==> config.mk <==
export PLATFORM = sky130hd
export DESIGN_NAME = decode_stage
export DESIGN_NICKNAME = d
export VERILOG_FILES = /design/src/rtl/decode_stage.sv
export SDC_FILE = /design/constraint.sdc
export NUM_CORES = 1
export LEC_CHECK = 0
export ABC_AREA = 1
export CORE_MARGIN = 4
export CORE_UTILIZATION = 55
export DETAILED_ROUTE_END_ITERATION = 12
export GPL_TIMING_DRIVEN = 0
export PLACE_DENSITY_LB_ADDON = 0.08
export SLEW_MARGIN = 20
export SYNTH_ARGS = -nofsm -noshare
export SYNTH_HDL_FRONTEND = slang
export SYNTH_SLANG_ARGS = --single-unit
==> constraint.sdc <==
create_clock -name clk -period 11.75 [get_ports clk]
set_input_delay 2.35 -clock clk [delete_from_list [all_inputs] [get_ports clk]]
set_output_delay 2.35 -clock clk [all_outputs]
set_load 0.005 [all_outputs]
==> src/rtl/decode_stage.sv <==
// RV32I decode stage: combinational decode of the incoming word, registered into a
// main output register backed by a one-entry skid register so in_ready is a flop.
module decode_stage #(
  parameter int ZERO_X0_WRITE = 1
) (
  input  logic        clk,
  input  logic        rst,
  input  logic        in_valid,
  output logic        in_ready,
  input  logic [31:0] in_instr,
  input  logic [31:0] in_pc,
  input  logic        flush,
  output logic        out_valid,
  input  logic        out_ready,
  output logic [4:0]  oprs1,
  output logic [4:0]  oprs2,
  output logic [4:0]  oprd,
  output logic        wrt_en,
  output logic [31:0] imm,
  output logic [3:0]  alu_op,
  output logic [2:0]  op_class,
  output logic        illegal,
  output logic [31:0] out_pc
);

  localparam logic [6:0] OPC_LUI    = 7'b0110111;
  localparam logic [6:0] OPC_AUIPC  = 7'b0010111;
  localparam logic [6:0] OPC_JAL    = 7'b1101111;
  localparam logic [6:0] OPC_JALR   = 7'b1100111;
  localparam logic [6:0] OPC_BRANCH = 7'b1100011;
  localparam logic [6:0] OPC_LOAD   = 7'b0000011;
  localparam logic [6:0] OPC_STORE  = 7'b0100011;
  localparam logic [6:0] OPC_OPIMM  = 7'b0010011;
  localparam logic [6:0] OPC_OP     = 7'b0110011;
  localparam logic [6:0] OPC_FENCE  = 7'b0001111;
  localparam logic [6:0] OPC_SYSTEM = 7'b1110011;

  localparam logic [3:0] ALU_ADD   = 4'd0;
  localparam logic [3:0] ALU_SUB   = 4'd1;
  localparam logic [3:0] ALU_SLL   = 4'd2;
  localparam logic [3:0] ALU_SLT   = 4'd3;
  localparam logic [3:0] ALU_SLTU  = 4'd4;
  localparam logic [3:0] ALU_XOR   = 4'd5;
  localparam logic [3:0] ALU_SRL   = 4'd6;
  localparam logic [3:0] ALU_SRA   = 4'd7;
  localparam logic [3:0] ALU_OR    = 4'd8;
  localparam logic [3:0] ALU_AND   = 4'd9;
  localparam logic [3:0] ALU_PASSB = 4'd10;

  localparam logic [2:0] CLS_ALU    = 3'd0;
  localparam logic [2:0] CLS_LOAD   = 3'd1;
  localparam logic [2:0] CLS_STORE  = 3'd2;
  localparam logic [2:0] CLS_BRANCH = 3'd3;
  localparam logic [2:0] CLS_JUMP   = 3'd4;
  localparam logic [2:0] CLS_SYS    = 3'd5;
  localparam logic [2:0] CLS_ILL    = 3'd7;

  typedef struct packed {
    logic [4:0]  rs1;
    logic [4:0]  rs2;
    logic [4:0]  rd;
    logic        we;
    logic [31:0] imm;
    logic [3:0]  alu;
    logic [2:0]  cls;
    logic        ill;
    logic [31:0] pc;
  } bundle_t;

  logic [6:0]  opcode;
  logic [2:0]  funct3;
  logic [6:0]  funct7;
  logic [4:0]  rs1_f, rs2_f, rd_f;
  logic [31:0] imm_i, imm_s, imm_b, imm_u, imm_j;
  logic        bad;
  bundle_t     dec;

  assign opcode = in_instr[6:0];
  assign rd_f   = in_instr[11:7];
  assign funct3 = in_instr[14:12];
  assign rs1_f  = in_instr[19:15];
  assign rs2_f  = in_instr[24:20];
  assign funct7 = in_instr[31:25];

  assign imm_i = {{20{in_instr[31]}}, in_instr[31:20]};
  assign imm_s = {{20{in_instr[31]}}, in_instr[31:25], in_instr[11:7]};
  assign imm_b = {{20{in_instr[31]}}, in_instr[7], in_instr[30:25], in_instr[11:8], 1'b0};
  assign imm_u = {in_instr[31:12], 12'h000};
  assign imm_j = {{12{in_instr[31]}}, in_instr[19:12], in_instr[20], in_instr[30:21], 1'b0};

  always_comb begin
    dec     = '0;
    dec.pc  = in_pc;
    dec.alu = ALU_ADD;
    dec.cls = CLS_ALU;
    bad     = 1'b0;
    unique case (opcode)
      OPC_LUI: begin
        dec.rd = rd_f; dec.we = 1'b1; dec.imm = imm_u; dec.alu = ALU_PASSB;
      end
      OPC_AUIPC: begin
        dec.rd = rd_f; dec.we = 1'b1; dec.imm = imm_u;
      end
      OPC_JAL: begin
        dec.rd = rd_f; dec.we = 1'b1; dec.imm = imm_j; dec.cls = CLS_JUMP;
      end
      OPC_JALR: begin
        dec.rd = rd_f; dec.rs1 = rs1_f; dec.we = 1'b1; dec.imm = imm_i; dec.cls = CLS_JUMP;
        bad = (funct3 != 3'b000);
      end
      OPC_BRANCH: begin
        dec.rs1 = rs1_f; dec.rs2 = rs2_f; dec.imm = imm_b; dec.alu = ALU_SUB; dec.cls = CLS_BRANCH;
        bad = (funct3 == 3'b010) || (funct3 == 3'b011);
      end
      OPC_LOAD: begin
        dec.rd = rd_f; dec.rs1 = rs1_f; dec.we = 1'b1; dec.imm = imm_i; dec.cls = CLS_LOAD;
        bad = (funct3 == 3'b011) || (funct3 == 3'b110) || (funct3 == 3'b111);
      end
      OPC_STORE: begin
        dec.rs1 = rs1_f; dec.rs2 = rs2_f; dec.imm = imm_s; dec.cls = CLS_STORE;
        bad = (funct3 > 3'b010);
      end
      OPC_OPIMM: begin
        dec.rd = rd_f; dec.rs1 = rs1_f; dec.we = 1'b1; dec.imm = imm_i;
        unique case (funct3)
          3'b000: dec.alu = ALU_ADD;
          3'b001: begin dec.alu = ALU_SLL; bad = (funct7 != 7'b0000000); end
          3'b010: dec.alu = ALU_SLT;
          3'b011: dec.alu = ALU_SLTU;
          3'b100: dec.alu = ALU_XOR;
          3'b101: begin
            dec.alu = (funct7 == 7'b0100000) ? ALU_SRA : ALU_SRL;
            bad = (funct7 != 7'b0000000) && (funct7 != 7'b0100000);
          end
          3'b110: dec.alu = ALU_OR;
          default: dec.alu = ALU_AND;
        endcase
      end
      OPC_OP: begin
        dec.rd = rd_f; dec.rs1 = rs1_f; dec.rs2 = rs2_f; dec.we = 1'b1;
        unique case (funct3)
          3'b000: dec.alu = funct7[5] ? ALU_SUB : ALU_ADD;
          3'b001: dec.alu = ALU_SLL;
          3'b010: dec.alu = ALU_SLT;
          3'b011: dec.alu = ALU_SLTU;
          3'b100: dec.alu = ALU_XOR;
          3'b101: dec.alu = funct7[5] ? ALU_SRA : ALU_SRL;
          3'b110: dec.alu = ALU_OR;
          default: dec.alu = ALU_AND;
        endcase
        // The alternate funct7 only exists for SUB and SRA.
        bad = !((funct7 == 7'b0000000) ||
                ((funct7 == 7'b0100000) && ((funct3 == 3'b000) || (funct3 == 3'b101))));
      end
      OPC_FENCE: begin
        dec.cls = CLS_SYS;
        bad = (funct3 != 3'b000);
      end
      OPC_SYSTEM: begin
        dec.cls = CLS_SYS; dec.imm = imm_i;
        bad = (funct3 != 3'b000);
      end
      default: bad = 1'b1;
    endcase
    if (bad) begin
      dec     = '0;
      dec.pc  = in_pc;
      dec.cls = CLS_ILL;
      dec.ill = 1'b1;
    end
    if ((ZERO_X0_WRITE != 0) && (dec.rd == 5'd0)) dec.we = 1'b0;
  end

  // Handshake: a transfer happens on any edge where valid && ready are both high;
  // ready never depends combinationally on valid, and valid bundles hold until taken.
  bundle_t main_q, main_d, skid_q, skid_d;
  logic    main_valid_q, main_valid_d, skid_valid_q, skid_valid_d;
  logic    in_xfer;

  assign in_ready = !skid_valid_q;
  assign in_xfer  = in_valid && !skid_valid_q;

  always_comb begin
    main_d       = main_q;
    skid_d       = skid_q;
    main_valid_d = main_valid_q;
    skid_valid_d = skid_valid_q;
    if (flush) begin
      main_valid_d = 1'b0;
      skid_valid_d = 1'b0;
    end else if (!main_valid_q || out_ready) begin
      // Skid only fills while main is full, so it always refills main first.
      if (skid_valid_q) begin
        main_d       = skid_q;
        main_valid_d = 1'b1;
        skid_valid_d = 1'b0;
      end else if (in_xfer) begin
        main_d       = dec;
        main_valid_d = 1'b1;
      end else begin
        main_valid_d = 1'b0;
      end
    end else if (in_xfer) begin
      skid_d       = dec;
      skid_valid_d = 1'b1;
    end
  end

  always_ff @(posedge clk or posedge rst) begin
    if (rst) begin
      main_q       <= '0;
      skid_q       <= '0;
      main_valid_q <= 1'b0;
      skid_valid_q <= 1'b0;
    end else begin
      main_q       <= main_d;
      skid_q       <= skid_d;
      main_valid_q <= main_valid_d;
      skid_valid_q <= skid_valid_d;
    end
  end

  assign out_valid = main_valid_q;
  assign oprs1     = main_q.rs1;
  assign oprs2     = main_q.rs2;
  assign oprd      = main_q.rd;
  assign wrt_en    = main_q.we;
  assign imm       = main_q.imm;
  assign alu_op    = main_q.alu;
  assign op_class  = main_q.cls;
  assign illegal   = main_q.ill;
  assign out_pc    = main_q.pc;

endmodule
==> run metrics <==
status=completed; DIE HEIGHT=around 130 um; CP Cell Sequence=inv_1 > clkbuf_1 > clkbuf_1 > clkdlybuf4s50_1; Pwr Total=1.514 mW; Mapped Cells=1080; vias in the first global route=7749; post-cts repair resize count=0; Worst-Skew Late Latency=0.44 ns; Routed Antenna Nets=0; Max Fclk=199.1 MHz; largest net degree at the start of global routing=100; IO Count=159; critical path's slowest cell=clkdlybuf4s50_1; mean post-synth cell area=roughly 7.8 um^2; hold violation total from the final report=0; Leakage Power=5.488 nW; Least-Margin Pin Slew=0.7416 ns; Final Max Tran Viols=0; crit-path max cell delay=0.62 ns; Synth-to-Final Area Change=28.83%; relative slew slack=50.56%; Clock Skews=0.01196 ns; Post-route DRC=0; total of max-cap violations=0; yosys warns=0; Total GRT Usage=28.61%; TNS Setup=0 ns; WP data required=about 9.4 ns; DP Area=roughly 10000 um^2; Crit Path Class=reg2out; Die X=about 130 um; Total Wirelength=approximately 24 mm; Startpoint Class=flip-flop; initial drt markers=618; Net Sw Frac=26.83%; Tmin final=5.022 ns; H-tree levels=4; fin cells=1453; Seq/Total Area, Yosys=about 53%; synthesized net count=around 1100; Top Family by Delay on Critical Path=buffers and inverters; #FFs+latches synth=178; initial antenna violation count=0; post-route cell area=10810 um^2; total die area=17290 um^2; clk slew on worst S/H paths=0.07 ns; final worst-path cycle share=42.74%; critical path fanouts, max=10; Cells after DPL=1422; Initial Utilization=56.85%; global-route wire length before repair=40.21 mm; row count=44; post-synthesis cell area=8388 um^2; Overflow after GRT=0; first drt pass iteration count=5; Min-Delay Path Class=reg2reg; Internal=1.108 mW; CTS tree=yes; Worst path most repeated cell=clkbuf_1; CP bufs+invs=4; synth top area cells=dfrtp_1 53%, nand2_1 17%, o21ai_0 10%; WL/cell=16.72 um; RSZ-0062 raised after global routing=no; Pwr Density=around 140 nW/um^2; CTS max path bufs=2; share of layout cells above drive strength 1=5.043%; share of total power in the clock network=37.7%; Arr. time, crit path=2.67 ns; VDD IR max=0.0001207 V; GPL Wtd Cong=0.9089; FILL cells=~1200; nets=1326; crit end category=output pin; # hold bufs at CTS=0; total clock sinks=178; final setup vio count=0; top-area cell type share of the netlist area=between 50% and 60%; Combinational Power Share=between 15 and 20%; CTS root buffer=clkbuf_16; vias=8008; Num CTS Buffers=17; most frequent cells in the layout=374 x nand2_1, 178 x dfrtp_1, 173 x o21ai_0; commonest non-fill, non-tap cell in the layout=nand2_1; Flop pwr share=a little under half; leading area contributor after synthesis=dfrtp_1; HPWL Detailed=17.57 mm; PortBufs=157; Core ar.=approximately 15000 um^2; via/cell ratio=about 5.5; post-CTS setup buffer count=0; P_sw=0.4063 mW; Antenna diodes=0; Netlist cell types=31
worst min-delay path, delay by kind of cell (launching register included):
family,cells,cell delay [ns]
flops,1,0.34
simple gates,2,0.10
kinds of logic after synthesis:
group | after synthesis | synth area share (%)
buf+inv | 155 | 7.264
flops | 178 | 53.10
compound gates | 239 | 15.42
simple gates | 508 | 24.21
cell type report:
cell class | instances | area [um^2] | area share [%]
Sequential cell | 178 | 4454 | 41.22
Tap cell | 184 | 230.2 | 2.130
Inverter | 94 | 360.3 | 3.334
Buffer | 61 | 256.5 | 2.374
Multi-Input combinational cell | 747 | 3324 | 30.76
Clock inverter | 13 | 152.6 | 1.413
Timing Repair Buffer | 158 | 1599 | 14.80
Clock buffer | 18 | 429.2 | 3.971
registers in the layout, indices dropped and copies added, names as in the netlist:
| name | flops |
|---|---|
| alu_op | 4 |
| illegal | 1 |
| imm | 32 |
| op_class | 3 |
| oprd | 5 |
| oprs1 | 5 |
| oprs2 | 5 |
| out_pc | 32 |
| out_valid | 1 |
| skid_q | 88 |
| skid_valid_q | 1 |
| wrt_en | 1 |
synthesized netlist by cell type:
cell      count
clkbuf_1     46
nand3_2       5
nand3_1      24
dfrtp_1     178
clkinv_1      3
a21oi_2       1
nor2_1       90
nor3_2        1
o211ai_1     26
nand2_1     374
o21bai_1      1
a22oi_1       1
buf_6         2
o22ai_1       2
o21ai_1      15
nand2_2       5
nand4_1       1
inv_2         2
a21o_1        1
nand2_4       1
inv_1        89
a31oi_1       1
a21boi_0      1
a21oi_1      13
o21ai_0     173
nor3_1        3
buf_2        10
o31ai_1       3
buf_1         3
o211ai_2      1
nor2_4        4
path summary, 6_finish.rpt:
kind | from | endpoint | slack [ns] | cells past startpoint
setup / recovery | skid_valid_q$_DFFE_PP0P_ | in_ready | 6.73 | 4
hold / removal | imm[17]$_DFFE_PP0P_ | imm[17]$_DFFE_PP0P_ | 0.48 | 2
setup reg to reg | out_valid$_DFFE_PP0N_ | skid_q[86]$_DFFE_PP0P_ | 9.22 | 11
hold reg to reg | imm[17]$_DFFE_PP0P_ | imm[17]$_DFFE_PP0P_ | 0.48 | 2
max in group asynchronous | rst | skid_q[63]$_DFFE_PP0P_ | 8.49 | 3
min in group asynchronous | rst | out_pc[22]$_DFFE_PP0P_ | 2.38 | 2
power by group through the flow:
| stage | clock network [mW] | logic [mW] | registers, mW |
|---|---|---|---|
| 6_report | 0.571 | 0.228 | 0.715 |
| 3_5_place_dp | 0 | 0.227 | 0.724 |
| 3_3_place_gp | 0 | 0.220 | 0.722 |
| 2_1_floorplan | 0 | 0.101 | 0.721 |
| 5_1_grt | 0.598 | 0.255 | 0.723 |
| 4_1_cts | 0.572 | 0.230 | 0.714 |
per-stage QoR:
stage	utilization (%)	hold WS [ns]	worst slack, ns
3_3_place_gp	69.06	0.4606	2.273
4_1_cts	73.24	0.4819	6.773
2_1_floorplan	-	0.4465	4.570
3_5_place_dp	69.30	0.4649	6.947
6_report	73.24	0.4792	6.728
5_1_grt	73.24	0.4938	6.652
per-layer routing:
metal	global-route usage, %	wire, um	vias up
li1	-	-	3789
met2	44.93	11330	341
met5	0	0	-
met1	39.17	10640	3825
met3	6.346	1579	53
met4	11.03	743	0
Note: power is estimated with default switching activity, not from simulation.
